## config.mk

```make
export PLATFORM = sky130hd
export DESIGN_NAME = vga_sync_gen
export DESIGN_NICKNAME = d
export VERILOG_FILES = /design/src/rtl/vga_timing_pkg.sv /design/src/rtl/pix_tick_div.sv /design/src/rtl/vga_sync_gen.sv
export SDC_FILE = /design/constraint.sdc
export NUM_CORES = 1
export LEC_CHECK = 0
export BUFFER_PORTS_ARGS = -buffer_cell sky130_fd_sc_hd__buf_2
export CELL_PAD_IN_SITES_DETAIL_PLACEMENT = 2
export CELL_PAD_IN_SITES_GLOBAL_PLACEMENT = 2
export CORE_MARGIN = 3
export CORE_UTILIZATION = 33
export CTS_CLUSTER_SIZE = 40
export DETAILED_ROUTE_END_ITERATION = 6
export HOLD_SLACK_MARGIN = 0.03
export PLACE_DENSITY = 0.74
export SLEW_MARGIN = 5
export SYNTH_ARGS = -nofsm -noshare
export SYNTH_HDL_FRONTEND = slang
export SYNTH_SLANG_ARGS = --single-unit
```

## constraint.sdc

```tcl
create_clock -name clk -period 2.19 [get_ports clk]
set_clock_uncertainty 0.1 [all_clocks]
set_input_delay 0.438 -clock clk [delete_from_list [all_inputs] [get_ports clk]]
set_output_delay 0.438 -clock clk [all_outputs]
set_load 0.01 [all_outputs]
```

## src/rtl/vga_timing_pkg.sv

```systemverilog
// Shared VGA raster timing constants (640x480@60 defaults) used by the sync
// generator and the pixel generators.
package vga_timing_pkg;

    localparam int unsigned COORD_W = 10;

    localparam int unsigned HD = 640;
    localparam int unsigned HF = 16;
    localparam int unsigned HB = 48;
    localparam int unsigned HR = 96;
    localparam int unsigned VD = 480;
    localparam int unsigned VF = 10;
    localparam int unsigned VB = 33;
    localparam int unsigned VR = 2;

    localparam int unsigned H_END = HD + HF + HB + HR - 1;
    localparam int unsigned V_END = VD + VF + VB + VR - 1;

    // True when v lies in [lo, lo+len-1].
    function automatic logic in_span(logic [COORD_W-1:0] v, int unsigned lo, int unsigned len);
        return (v >= COORD_W'(lo)) && (v <= COORD_W'(lo + len - 1));
    endfunction

endpackage

```

## src/rtl/pix_tick_div.sv

```systemverilog
// Divides clk down to a registered one-clk pixel strobe every DIV cycles.
module pix_tick_div #(
    parameter int unsigned DIV = 4
) (
    input  logic clk,
    input  logic reset,
    output logic p_tick
);

    localparam int unsigned CNT_W = (DIV > 1) ? $clog2(DIV) : 1;

    logic [CNT_W-1:0] div_cnt_q, div_cnt_d;
    logic             p_tick_q, p_tick_d;
    logic             at_last;

    always_comb begin
        at_last   = (div_cnt_q == CNT_W'(DIV - 1));
        div_cnt_d = at_last ? '0 : div_cnt_q + CNT_W'(1);
        p_tick_d  = at_last;
    end

    always_ff @(posedge clk or negedge reset) begin
        if (!reset) begin
            div_cnt_q <= '0;
            p_tick_q  <= 1'b0;
        end else begin
            div_cnt_q <= div_cnt_d;
            p_tick_q  <= p_tick_d;
        end
    end

    assign p_tick = p_tick_q;

endmodule

```

## src/rtl/vga_sync_gen.sv

```systemverilog
// VGA raster timing: pixel/line counters, skew-free syncs, video_on and a
// one-clk frame_tick coincident with the first clk of pixel (0,0).
module vga_sync_gen #(
    parameter int unsigned HD       = vga_timing_pkg::HD,
    parameter int unsigned HF       = vga_timing_pkg::HF,
    parameter int unsigned HB       = vga_timing_pkg::HB,
    parameter int unsigned HR       = vga_timing_pkg::HR,
    parameter int unsigned VD       = vga_timing_pkg::VD,
    parameter int unsigned VF       = vga_timing_pkg::VF,
    parameter int unsigned VB       = vga_timing_pkg::VB,
    parameter int unsigned VR       = vga_timing_pkg::VR,
    parameter int unsigned DIV      = 4,
    parameter logic        SYNC_POL = 1'b0
) (
    input  logic                                clk,
    input  logic                                reset,
    output logic                                p_tick,
    output logic [vga_timing_pkg::COORD_W-1:0]  pix_x,
    output logic [vga_timing_pkg::COORD_W-1:0]  pix_y,
    output logic                                video_on,
    output logic                                hsync,
    output logic                                vsync,
    output logic                                frame_tick
);

    import vga_timing_pkg::*;

    localparam int unsigned H_MAX = HD + HF + HB + HR - 1;
    localparam int unsigned V_MAX = VD + VF + VB + VR - 1;

    logic [COORD_W-1:0] pix_x_q, pix_x_d;
    logic [COORD_W-1:0] pix_y_q, pix_y_d;
    logic               hsync_q, hsync_d;
    logic               vsync_q, vsync_d;
    logic               frame_tick_q, frame_tick_d;
    logic               x_wrap, y_wrap;

    pix_tick_div #(.DIV(DIV)) u_pix_tick_div (
        .clk    (clk),
        .reset  (reset),
        .p_tick (p_tick)
    );

    // Out-of-range counts are treated as the last value so they wrap to 0.
    always_comb begin
        pix_x_d      = pix_x_q;
        pix_y_d      = pix_y_q;
        frame_tick_d = 1'b0;
        x_wrap       = (pix_x_q >= COORD_W'(H_MAX));
        y_wrap       = (pix_y_q >= COORD_W'(V_MAX));
        if (p_tick) begin
            if (x_wrap) begin
                pix_x_d      = '0;
                pix_y_d      = y_wrap ? '0 : pix_y_q + COORD_W'(1);
                frame_tick_d = y_wrap;
            end else begin
                pix_x_d = pix_x_q + COORD_W'(1);
            end
        end
        // Syncs follow the next counter values so they move with pix_x/pix_y.
        hsync_d = in_span(pix_x_d, HD + HF, HR) ? SYNC_POL : ~SYNC_POL;
        vsync_d = in_span(pix_y_d, VD + VF, VR) ? SYNC_POL : ~SYNC_POL;
    end

    always_ff @(posedge clk or negedge reset) begin
        if (!reset) begin
            pix_x_q      <= '0;
            pix_y_q      <= '0;
            hsync_q      <= ~SYNC_POL;
            vsync_q      <= ~SYNC_POL;
            frame_tick_q <= 1'b0;
        end else begin
            pix_x_q      <= pix_x_d;
            pix_y_q      <= pix_y_d;
            hsync_q      <= hsync_d;
            vsync_q      <= vsync_d;
            frame_tick_q <= frame_tick_d;
        end
    end

    assign pix_x      = pix_x_q;
    assign pix_y      = pix_y_q;
    assign hsync      = hsync_q;
    assign vsync      = vsync_q;
    assign frame_tick = frame_tick_q;
    assign video_on   = (pix_x_q < COORD_W'(HD)) && (pix_y_q < COORD_W'(VD));

endmodule
```

==> out/results.ini, run 1 <==
[logic_synthesis]
synthArstFlopShare_pct = 100.0
synth_commonest_cells = dfrtp_1, nand2_1, o21ai_0
synth_ff_type = dfrtp_1
ys_ff_latch = 26
synth_top_area_cell = dfrtp_1
synth_edf_count = 0
postSynthCellCount = 150
synth_top_cells_by_area = dfrtp_1, o21ai_0, nand2_1, dfstp_2, ha_1
yosysMostFrequentCell = dfrtp_1
yosysWarnings = 0
ys_types = 42
synth_top_area_share_pct = 42.29
syn_area_um2 = 1420
avgSynthCellArea_um2 = 9.467
yosysSeqAreaShare_pct = 45.99
synth_nets = 156

[place]
dp_slack_ps = 30.96
dp_hpwl_mm = 3.193
gp_congestion = 0.8348
place.port_buffers = 26

[sta]
fmax_mhz = 483.8
post-route-period-util_pct = 94.39
setup_ws_ps = 122.9
slew_violations = 0
hold_violations = 0
final.min_clock_period_ps = 2067
rsz0062_at_grt = no
relSlewSlack_pct = 60.40
fin_tns_setup_ps = 0
setup_viol = 0
worstMarginPinSlew_ps = 594.0

[worst_setup_path]
start_kind = flop
worstSetupEndpointType = flop
crit_type = flop to flop
worst-path-max-fanout = 3
reg2reg_depth = 7
worstPathRequired_ps = 2290
cp.arrival_ps = 2170

[cells_and_area]
layout-drive-gt1-share_pct = 29.03
antennaDiodeCount = 0
nNetsFinal = 193
area_growth_pct = 24.76

[clock_tree]
cts_root_buf = clkbuf_8
clk_latency_ps = 270
htreeDepth = 1
cts_tree = yes
cts_sinks = 26
cts_buffer_depth = 2
path_clk_slew_ps = 100
cts-buffers-inserted = 3

[global_route]
grtUsageTotal_pct = 18.47
grt_max_degree = 27
grt-ovfl-total = 0
grt_antenna_before_repair = 0
grt_pass1_wl_mm = 7.465
grt_pass1_vias = 1447

[die]
initial_core_util_pct = 34.75
die_w_um = 71.60
ios = 27
fp-row-count = 23
fp.coreArea_um2 = 4086
die_area_um2 = 5127
die_y_um = 71.60

[detailed_routing]
drtIter0Drc = 39
drc_errors = 0
antenna_left = 0
avgRoutedWirePerCell_um = 18.47
avgViaCountPerCell = 5.547
vias = 1309
firstDrtPassIters = 4
wirelength_mm = 4.360

[worst_hold_path]
hp-class = input pin to asynchronous set/reset pin

[power]
p_leak_nw = 0.8291
ir_drop_uv = 354.2
power_density_nw_per_um2 = 504.4

[job]
drv_cap = 0

[run_status]
status = finished, final reports clean

-- worst max-delay path, stage by stage (launching register included) --
cell and delay [ps]:
dfrtp_1 360, ha_1 180, and4_4 260, o41ai_4 100
buf_4 170, or4_4 530, a22oi_2 190, nand4_1 110
-- cell type report --
| cell class | count | area, µm² |
|---|---|---|
| Fill cell | 475 | 2315 |
| Multi-Input combinational cell | 113 | 744.5 |
| Sequential cell | 26 | 654.4 |
| Timing Repair Buffer | 37 | 216.5 |
| Tap cell | 50 | 62.56 |
| Clock buffer | 3 | 41.29 |
| Clock inverter | 1 | 30.03 |
| Inverter | 6 | 22.52 |
-- report_power, final --
group | total (W) | internal (W) | switching (W) | leakage (nW)
combinational | 0.00000986 | 0.000000638 | 0.00000922 | 0.453
clock | 0.000404 | 0.000245 | 0.000159 | 0.0357
sequential | 0.000480 | 0.000480 | 0 | 0.340
total | 0.000894 | 0.000725 | 0.000168 | 0.829
-- placed cells by master, fill, tap and decap left out, drive strengths merged, types with 3 or more instances in the layout --
master / n
buf: 37
a21oi: 7
nand2: 15
nand4: 7
ha: 4
nor2: 9
nor3: 3
inv: 6
xnor2: 3
and2: 4
dfrtp: 24
nand3b: 3
nand3: 6
clkbuf: 3
and3: 6
o21ai: 15
-- routing by layer --
layer,global-route usage [%],share of wire (%),vias to the layer above
li1,-,-,616
met1,24.51,47,672
met2,32.04,50,19
met3,2.665,2.6,2
met4,3.758,0.44,0
met5,0,0,-
-- stage by stage --
stage | total power, W | instance area (µm²) | instances | hold slack, ps | util [%]
6_report | 0.0008937 | 1772 | 236 | 57.59 | 43.36
5_1_grt | 0.0009338 | 1772 | 236 | 92.16 | 43.36
4_1_cts | 0.0009076 | 1749 | 236 | 77.40 | 42.80
3_5_place_dp | 0.0005003 | 1659 | 231 | 321.9 | 40.60
3_3_place_gp | 0.0004999 | 1659 | 231 | 313.7 | 40.60
2_1_floorplan | 0.0004893 | 1420 | 150 | 42.41 | -
-- worst paths after layout --
kind                                                        from                                     to  slack, ps
min reg2reg                u_pix_tick_div.div_cnt_q[0]$_DFF_PN0_  u_pix_tick_div.div_cnt_q[0]$_DFF_PN0_        330
max                                           pix_x[1]$_DFF_PN0_                        vsync$_DFF_PN1_        120
max in group asynchronous                                  reset                     pix_y[0]$_DFF_PN0_       1510
min in group clk           u_pix_tick_div.div_cnt_q[0]$_DFF_PN0_  u_pix_tick_div.div_cnt_q[0]$_DFF_PN0_        330
min                                                        reset                     pix_x[5]$_DFF_PN0_         60
max reg2reg                                   pix_x[1]$_DFF_PN0_                        vsync$_DFF_PN1_        120
-- sequential cells by signal, summed over array words and instances, names as in the netlist --
| name | count |
|---|---|
| vsync | 1 |
| frame_tick | 1 |
| pix_x | 10 |
| u_pix_tick_div.p_tick | 1 |
| hsync | 1 |
| u_pix_tick_div.div_cnt_q | 2 |
| pix_y | 10 |
-- kinds of logic after synthesis --
logic type | Yosys count | share of synthesized area [%]
multiplexers | 1 | 0.7929
adder cells (fa/ha/maj) | 4 | 3.524
buffers and inverters | 11 | 3.612
XOR/XNOR | 5 | 3.084
AO/OA/AOI/OAI | 37 | 17.01
flip-flops | 26 | 45.99
AND/OR/NAND/NOR | 66 | 25.99
-- what timing repair did --
| item | in CTS | in global routing |
|---|---|---|
| setup buffers | 1 | 0 |
| gates cloned | 0 | 0 |
| endpoints found under the hold margin | 0 | 0 |
| setup endpoints to repair | 1 | 2 |
| gates resized for setup | 2 | 8 |
| hold buffers | 0 | 0 |
| pin swaps | 1 | 0 |
No activity file was read; power rests on OpenSTA's default activity.
==> inputs of run 2 (changes only) <==
GPL_TIMING_DRIVEN = 0   (was not set)
==> out/results.ini, run 2 (synthesis gave the netlist of run 1 again) <==
[detailed_routing]
firstDrtPassIters = 4  ; unchanged
vias = 1312  ; +0.23%
wirelength_mm = 4.311  ; -1.1%
antenna_left = 0  ; unchanged
avgRoutedWirePerCell_um = 18.58  ; +0.58%
drtIter0Drc = 56  ; +44%
avgViaCountPerCell = 5.655  ; +2.0%
drc_errors = 0  ; unchanged

[worst_setup_path]
slowest_stage = or4_1
worstSetupEndpointType = flop
start_kind = flop
cp_cell_sequence = ha_4 -> and4_4 -> o41ai_4 -> or4_1 -> a22oi_1 -> nand4_1
crit_type = flop to flop
worst-path-max-fanout = 5  ; +2
cp.arrival_ps = 2150  ; -20 ps
worstPathRequired_ps = 2270  ; -20 ps
slowest_delay_ps = 540  ; about the same
crit_buf_inv = 0  ; -1
critPathTopFamily = simple AND/OR/NAND/NOR gates

[global_route]
grt-ovfl-total = 0  ; unchanged
global_route.usage.met3_pct = 2.665  ; unchanged
grtUsageTotal_pct = 18.08  ; -0.38 points
grt_pass1_vias = 1425  ; -1.5%
grt_antenna_before_repair = 0  ; unchanged
grt_max_degree = 27  ; unchanged
met2_usage_pct = 29.90  ; -2.1 points
gr-usage-met1_pct = 25.22  ; +0.71 points
grt_pass1_wl_mm = 7.286  ; -2.4%
top_usage_layer = met2

[power]
p_leak_nw = 0.7835  ; -5.5%
p_sw_w = 0.0001664  ; -1.2%
pwr-share-seq_pct = 59.4  ; +5.7 points
power_density_nw_per_um2 = 467.1  ; -7.4%
power.share.clock_pct = 39.3  ; -5.9 points
p_int_w = 0.0006413  ; -12%
ir_drop_uv = 257.7  ; -27%
p_sw_share_pct = 20.60  ; +1.7 points
share_comb_of_total_power_pct = 1.3  ; +0.2 points

[worst_hold_path]
hp-class = input pin to asynchronous set/reset pin

[cells_and_area]
layout_common_cells = buf_2, dfrtp_1, o21ai_0, nand2_1, nor2_1
layout-drive-gt1-share_pct = 27.47  ; -1.6 points
final_cell_area_um2 = 1729  ; -2.4%
fillers = 464  ; -2.3%
nNetsFinal = 189  ; -2.1%
layout_commonest_cell = buf_2
area_growth_pct = 21.76
antennaDiodeCount = 0  ; unchanged

[job]
drv_cap = 0  ; unchanged

[run_status]
status = finished, final reports clean

[sta]
final.min_clock_period_ps = 2070  ; +2.463 ps
fmax_mhz = 483.2  ; -0.12%
hold_violations = 0  ; unchanged
relSlewSlack_pct = 59.05  ; -1.3 points
setup_viol = 0  ; unchanged
worstMarginPinSlew_ps = 614.2  ; +20.19 ps
post-route-period-util_pct = 94.50  ; +0.11 points
setup_ws_ps = 120.5  ; -2.463 ps
slew_violations = 0  ; unchanged
rsz0062_at_grt = no

[clock_tree]
cts-buffers-inserted = 3  ; unchanged
cts_tree = yes
cts_sinks = 26  ; unchanged
cts_root_buf = clkbuf_8
path_clk_slew_ps = 90  ; about the same
clk_latency_ps = 270  ; about the same
ctsHoldBuffers = 0  ; unchanged
cts_buffer_depth = 2  ; unchanged
htreeDepth = 1  ; unchanged

[die]
die_y_um = 71.60  ; unchanged
fp.coreArea_um2 = 4086  ; unchanged
die_w_um = 71.60  ; unchanged
ios = 27  ; unchanged
die_area_um2 = 5127  ; unchanged
initial_core_util_pct = 34.75  ; unchanged
fp-row-count = 23  ; unchanged

[place]
post_dp_cell_area_um2 = 1613  ; -2.8%
gp_congestion = 0.8039  ; -3.7%
dp_hpwl_mm = 2.978  ; -6.7%
dp_slack_ps = -149.5  ; -180.5 ps
place.port_buffers = 26  ; unchanged

## run 2: what timing repair did
action,4_1_cts,5_1_grt
setup endpoints to repair,3,9
pin swaps,0,0
resized for setup,5,10
setup buffers,0,2
## run 2: path summary, 6_finish.rpt
path	cells after the start	startpoint	slack [ps]	end
max in group asynchronous	1	reset	1480	pix_y[0]$_DFF_PN0_
worst max-delay path	6	pix_x[1]$_DFF_PN0_	120	vsync$_DFF_PN1_
worst min-delay path	1	reset	70	pix_x[6]$_DFF_PN0_
min in group clk	1	u_pix_tick_div.div_cnt_q[0]$_DFF_PN0_	330	u_pix_tick_div.div_cnt_q[0]$_DFF_PN0_
worst max register to register	6	pix_x[1]$_DFF_PN0_	120	vsync$_DFF_PN1_
worst min register to register	1	u_pix_tick_div.div_cnt_q[0]$_DFF_PN0_	330	u_pix_tick_div.div_cnt_q[0]$_DFF_PN0_
## run 2: layout make-up
cell class	count	area, µm²	area share (%)
Timing Repair Buffer	28	145.1	8.394
Multi-Input combinational cell	113	749.5	43.34
Inverter	6	22.52	1.302
Tap cell	50	62.56	3.618
Clock buffer	4	55.05	3.184
Sequential cell	26	656.9	37.99
Buffer	5	37.54	2.171
## run 2: worst register-to-register path, cell delays in order, from the launching register on
cell and delay [ps]:
dfrtp_1 440, ha_4 190, and4_4 260, o41ai_4 90, or4_1 550, a22oi_1 220, nand4_1 150
## run 2: per-layer routing
layer | wire length [µm] | vias up
met4 | 33 | 0
met3 | 112 | 5
li1 | - | 607
met2 | 2174 | 22
met5 | 0 | -
met1 | 1991 | 678
## run 2: per-stage QoR
stage	setup TNS [ps]	power (W)	std cells	utilization [%]	hold slack, ps
after detailed placement	-203.4	0.0005002	226	39.47	328.1
after floorplan	0	0.0004893	150	-	42.41
after global placement	-105.1	0.0004997	226	39.47	316.2
after global routing	0	0.0008457	232	42.31	98.73
final	0	0.0008077	232	42.31	65.46
after CTS	0	0.0008216	230	41.34	81.24
## run 2: power by group through the flow
stage                     clock, W  combinational (W)  sequential, W
after floorplan                  0     0.000000000275       0.000489
after global placement           0          0.0000105       0.000489
after detailed placement         0          0.0000110       0.000489
after CTS                 0.000331          0.0000109       0.000480
after global routing      0.000354          0.0000122       0.000480
final                     0.000318          0.0000102       0.000480
==> inputs of run 3 (changes only) <==
CELL_PAD_IN_SITES_DETAIL_PLACEMENT = 1   (was 2)
CELL_PAD_IN_SITES_GLOBAL_PLACEMENT = 1   (was 2)
CORE_UTILIZATION = 41   (was 33)
==> out/results.ini, run 3 (synthesis gave the netlist of run 1 again) <==
[sta]
slew_violations = 0  ; unchanged
rsz0062_at_grt = no
relSlewSlack_pct = 62.28  ; +3.2 points
post-route-period-util_pct = 94.48  ; about the same
fmax_mhz = 483.3  ; about the same
fin_tns_setup_ps = 0  ; unchanged
worstMarginPinSlew_ps = 565.8  ; -48.37 ps
setup_viol = 0  ; unchanged
hold_violations = 0  ; unchanged
final.min_clock_period_ps = 2069  ; -0.4450 ps

[clock_tree]
htreeDepth = 1  ; unchanged
cts_buffer_depth = 2  ; unchanged
cts_sinks = 26  ; unchanged
cts_root_buf = clkbuf_4
clk_latency_ps = 310  ; +40 ps
path_clk_slew_ps = 130  ; +40 ps
cts_tree = yes
cts-buffers-inserted = 3  ; unchanged

[power]
share_comb_of_total_power_pct = 1.5  ; +0.2 points
p_sw_share_pct = 20.57  ; -0.029 points
pwr-share-seq_pct = 68.9  ; +9.5 points
power_density_nw_per_um2 = 416.7  ; -11%
p_sw_w = 0.0001433  ; -14%
ir_drop_uv = 343.7  ; +33%
p_int_w = 0.0005533  ; -14%
p_leak_nw = 0.7669  ; -2.1%
power.share.clock_pct = 29.5  ; -9.8 points

[cells_and_area]
layout_commonest_cell = buf_2
area_growth_pct = 17.71
fillers = 396  ; -15%
final_cell_area_um2 = 1672  ; -3.3%
antennaDiodeCount = 0  ; unchanged
nNetsFinal = 188  ; -0.53%
layout-drive-gt1-share_pct = 24.86  ; -2.6 points
layout_common_cells = buf_2, dfrtp_1, o21ai_0, nand2_1, nor2_1

[die]
ios = 27  ; unchanged
die_area_um2 = 4206  ; -18%
initial_core_util_pct = 44.69  ; +9.9 points
fp-row-count = 20  ; -13%
die_y_um = 64.86  ; -9.4%
fp.coreArea_um2 = 3178  ; -22%
die_w_um = 64.86  ; -9.4%

[global_route]
grt_pass1_wl_mm = 6.189  ; -15%
grt-ovfl-total = 0  ; unchanged
grt_antenna_before_repair = 0  ; unchanged
grt_max_degree = 27  ; unchanged
grtUsageTotal_pct = 18.73  ; +0.65 points
grt_pass1_vias = 1268  ; -11%

[place]
place.port_buffers = 26  ; unchanged
dp_hpwl_mm = 2.625  ; -12%
gp_congestion = 0.8128  ; +1.1%
post_dp_cell_area_um2 = 1605  ; -0.47%

[detailed_routing]
avgViaCountPerCell = 5.560  ; -1.7%
vias = 1251  ; -4.6%
drtIter0Drc = 68  ; +21%
drc_errors = 0  ; unchanged
wirelength_mm = 3.469  ; -20%
firstDrtPassIters = 4  ; unchanged
antenna_left = 0  ; unchanged
avgRoutedWirePerCell_um = 15.42  ; -17%

[worst_setup_path]
worstSetupEndpointType = flop
cp.arrival_ps = 2210  ; +60 ps
crit_type = flop to flop
worstPathRequired_ps = 2330  ; +60 ps
worst-path-max-fanout = 6  ; +1
start_kind = flop

[run_status]
status = finished, final reports clean

[worst_hold_path]
hp-class = flop to flop

[job]
drv_cap = 0  ; unchanged

## run 3: what timing repair did
item | 4_1_cts | 5_1_grt
setup buffers | 0 | 1
endpoints found under the setup margin | 2 | 6
endpoints found under the hold margin | 24 | 0
hold buffers | 1 | 0
resized for setup | 2 | 8
## run 3: path summary, 6_finish.rpt
check                                                            from                                    end  depth (start not counted)  slack [ps]
worst max-delay path                               pix_x[0]$_DFF_PN0_                        vsync$_DFF_PN1_                          6         120
worst min-delay path            u_pix_tick_div.div_cnt_q[0]$_DFF_PN0_  u_pix_tick_div.div_cnt_q[0]$_DFF_PN0_                          1         350
worst max register to register                     pix_x[0]$_DFF_PN0_                        vsync$_DFF_PN1_                          6         120
worst min register to register  u_pix_tick_div.div_cnt_q[0]$_DFF_PN0_  u_pix_tick_div.div_cnt_q[0]$_DFF_PN0_                          1         350
max in group asynchronous                                       reset                     pix_x[0]$_DFF_PN0_                          2        1060
min in group asynchronous                                       reset                     pix_y[7]$_DFF_PN0_                          2         530
## run 3: layout make-up
cell class              instances  area (µm²)  share of cell area, %
multi-input cells             113       734.5                  43.94
flip-flops and latches         26       655.6                  39.22
repair buffers                 28       147.6                  8.832
well taps                      44       55.05                  3.293
plain buffers                   4       30.03                  1.796
clock buffers                   4       26.28                  1.572
inverters                       6       22.52                  1.347
## run 3: metal layers
metal | wire length (µm) | track usage, % | vias up
li1 | - | - | 609
met1 | 1685 | 25.41 | 620
met2 | 1631 | 30.78 | 18
met3 | 107 | 2.773 | 4
met4 | 44 | 5.541 | 0
met5 | 0 | 0 | -
## run 3: per-stage QoR
| step | utilization [%] | setup WS, ps | cells | hold slack, ps | total power [W] |
|---|---|---|---|---|---|
| global route | 52.60 | 7.238 | 225 | 366.2 | 0.0007425 |
| finish | 52.60 | 120.9 | 225 | 353.6 | 0.0006966 |
| detailed placement | 50.51 | -88.65 | 220 | 327.2 | 0.0004994 |
| CTS | 52.09 | 0.8775 | 225 | 353.4 | 0.0007134 |
| floorplan | - | 206.2 | 150 | 42.41 | 0.0004893 |
| global placement | 50.51 | -35.26 | 220 | 314.4 | 0.0004995 |
## run 3: critical path, stage by stage (launching register included)
cell and delay (ps):
dfrtp_2 430, ha_2 230, and4_4 270, o41ai_4 80
or4_1 540, a22oi_1 220, nand4_1 130
## run 3: power groups by stage
stage	registers, W	clock network (W)	logic, W
floorplan	0.000489	0	0.000000000275
detailed placement	0.000489	0	0.0000102
global placement	0.000489	0	0.0000103
CTS	0.000480	0.000221	0.0000117
finish	0.000480	0.000206	0.0000107
global route	0.000481	0.000249	0.0000128
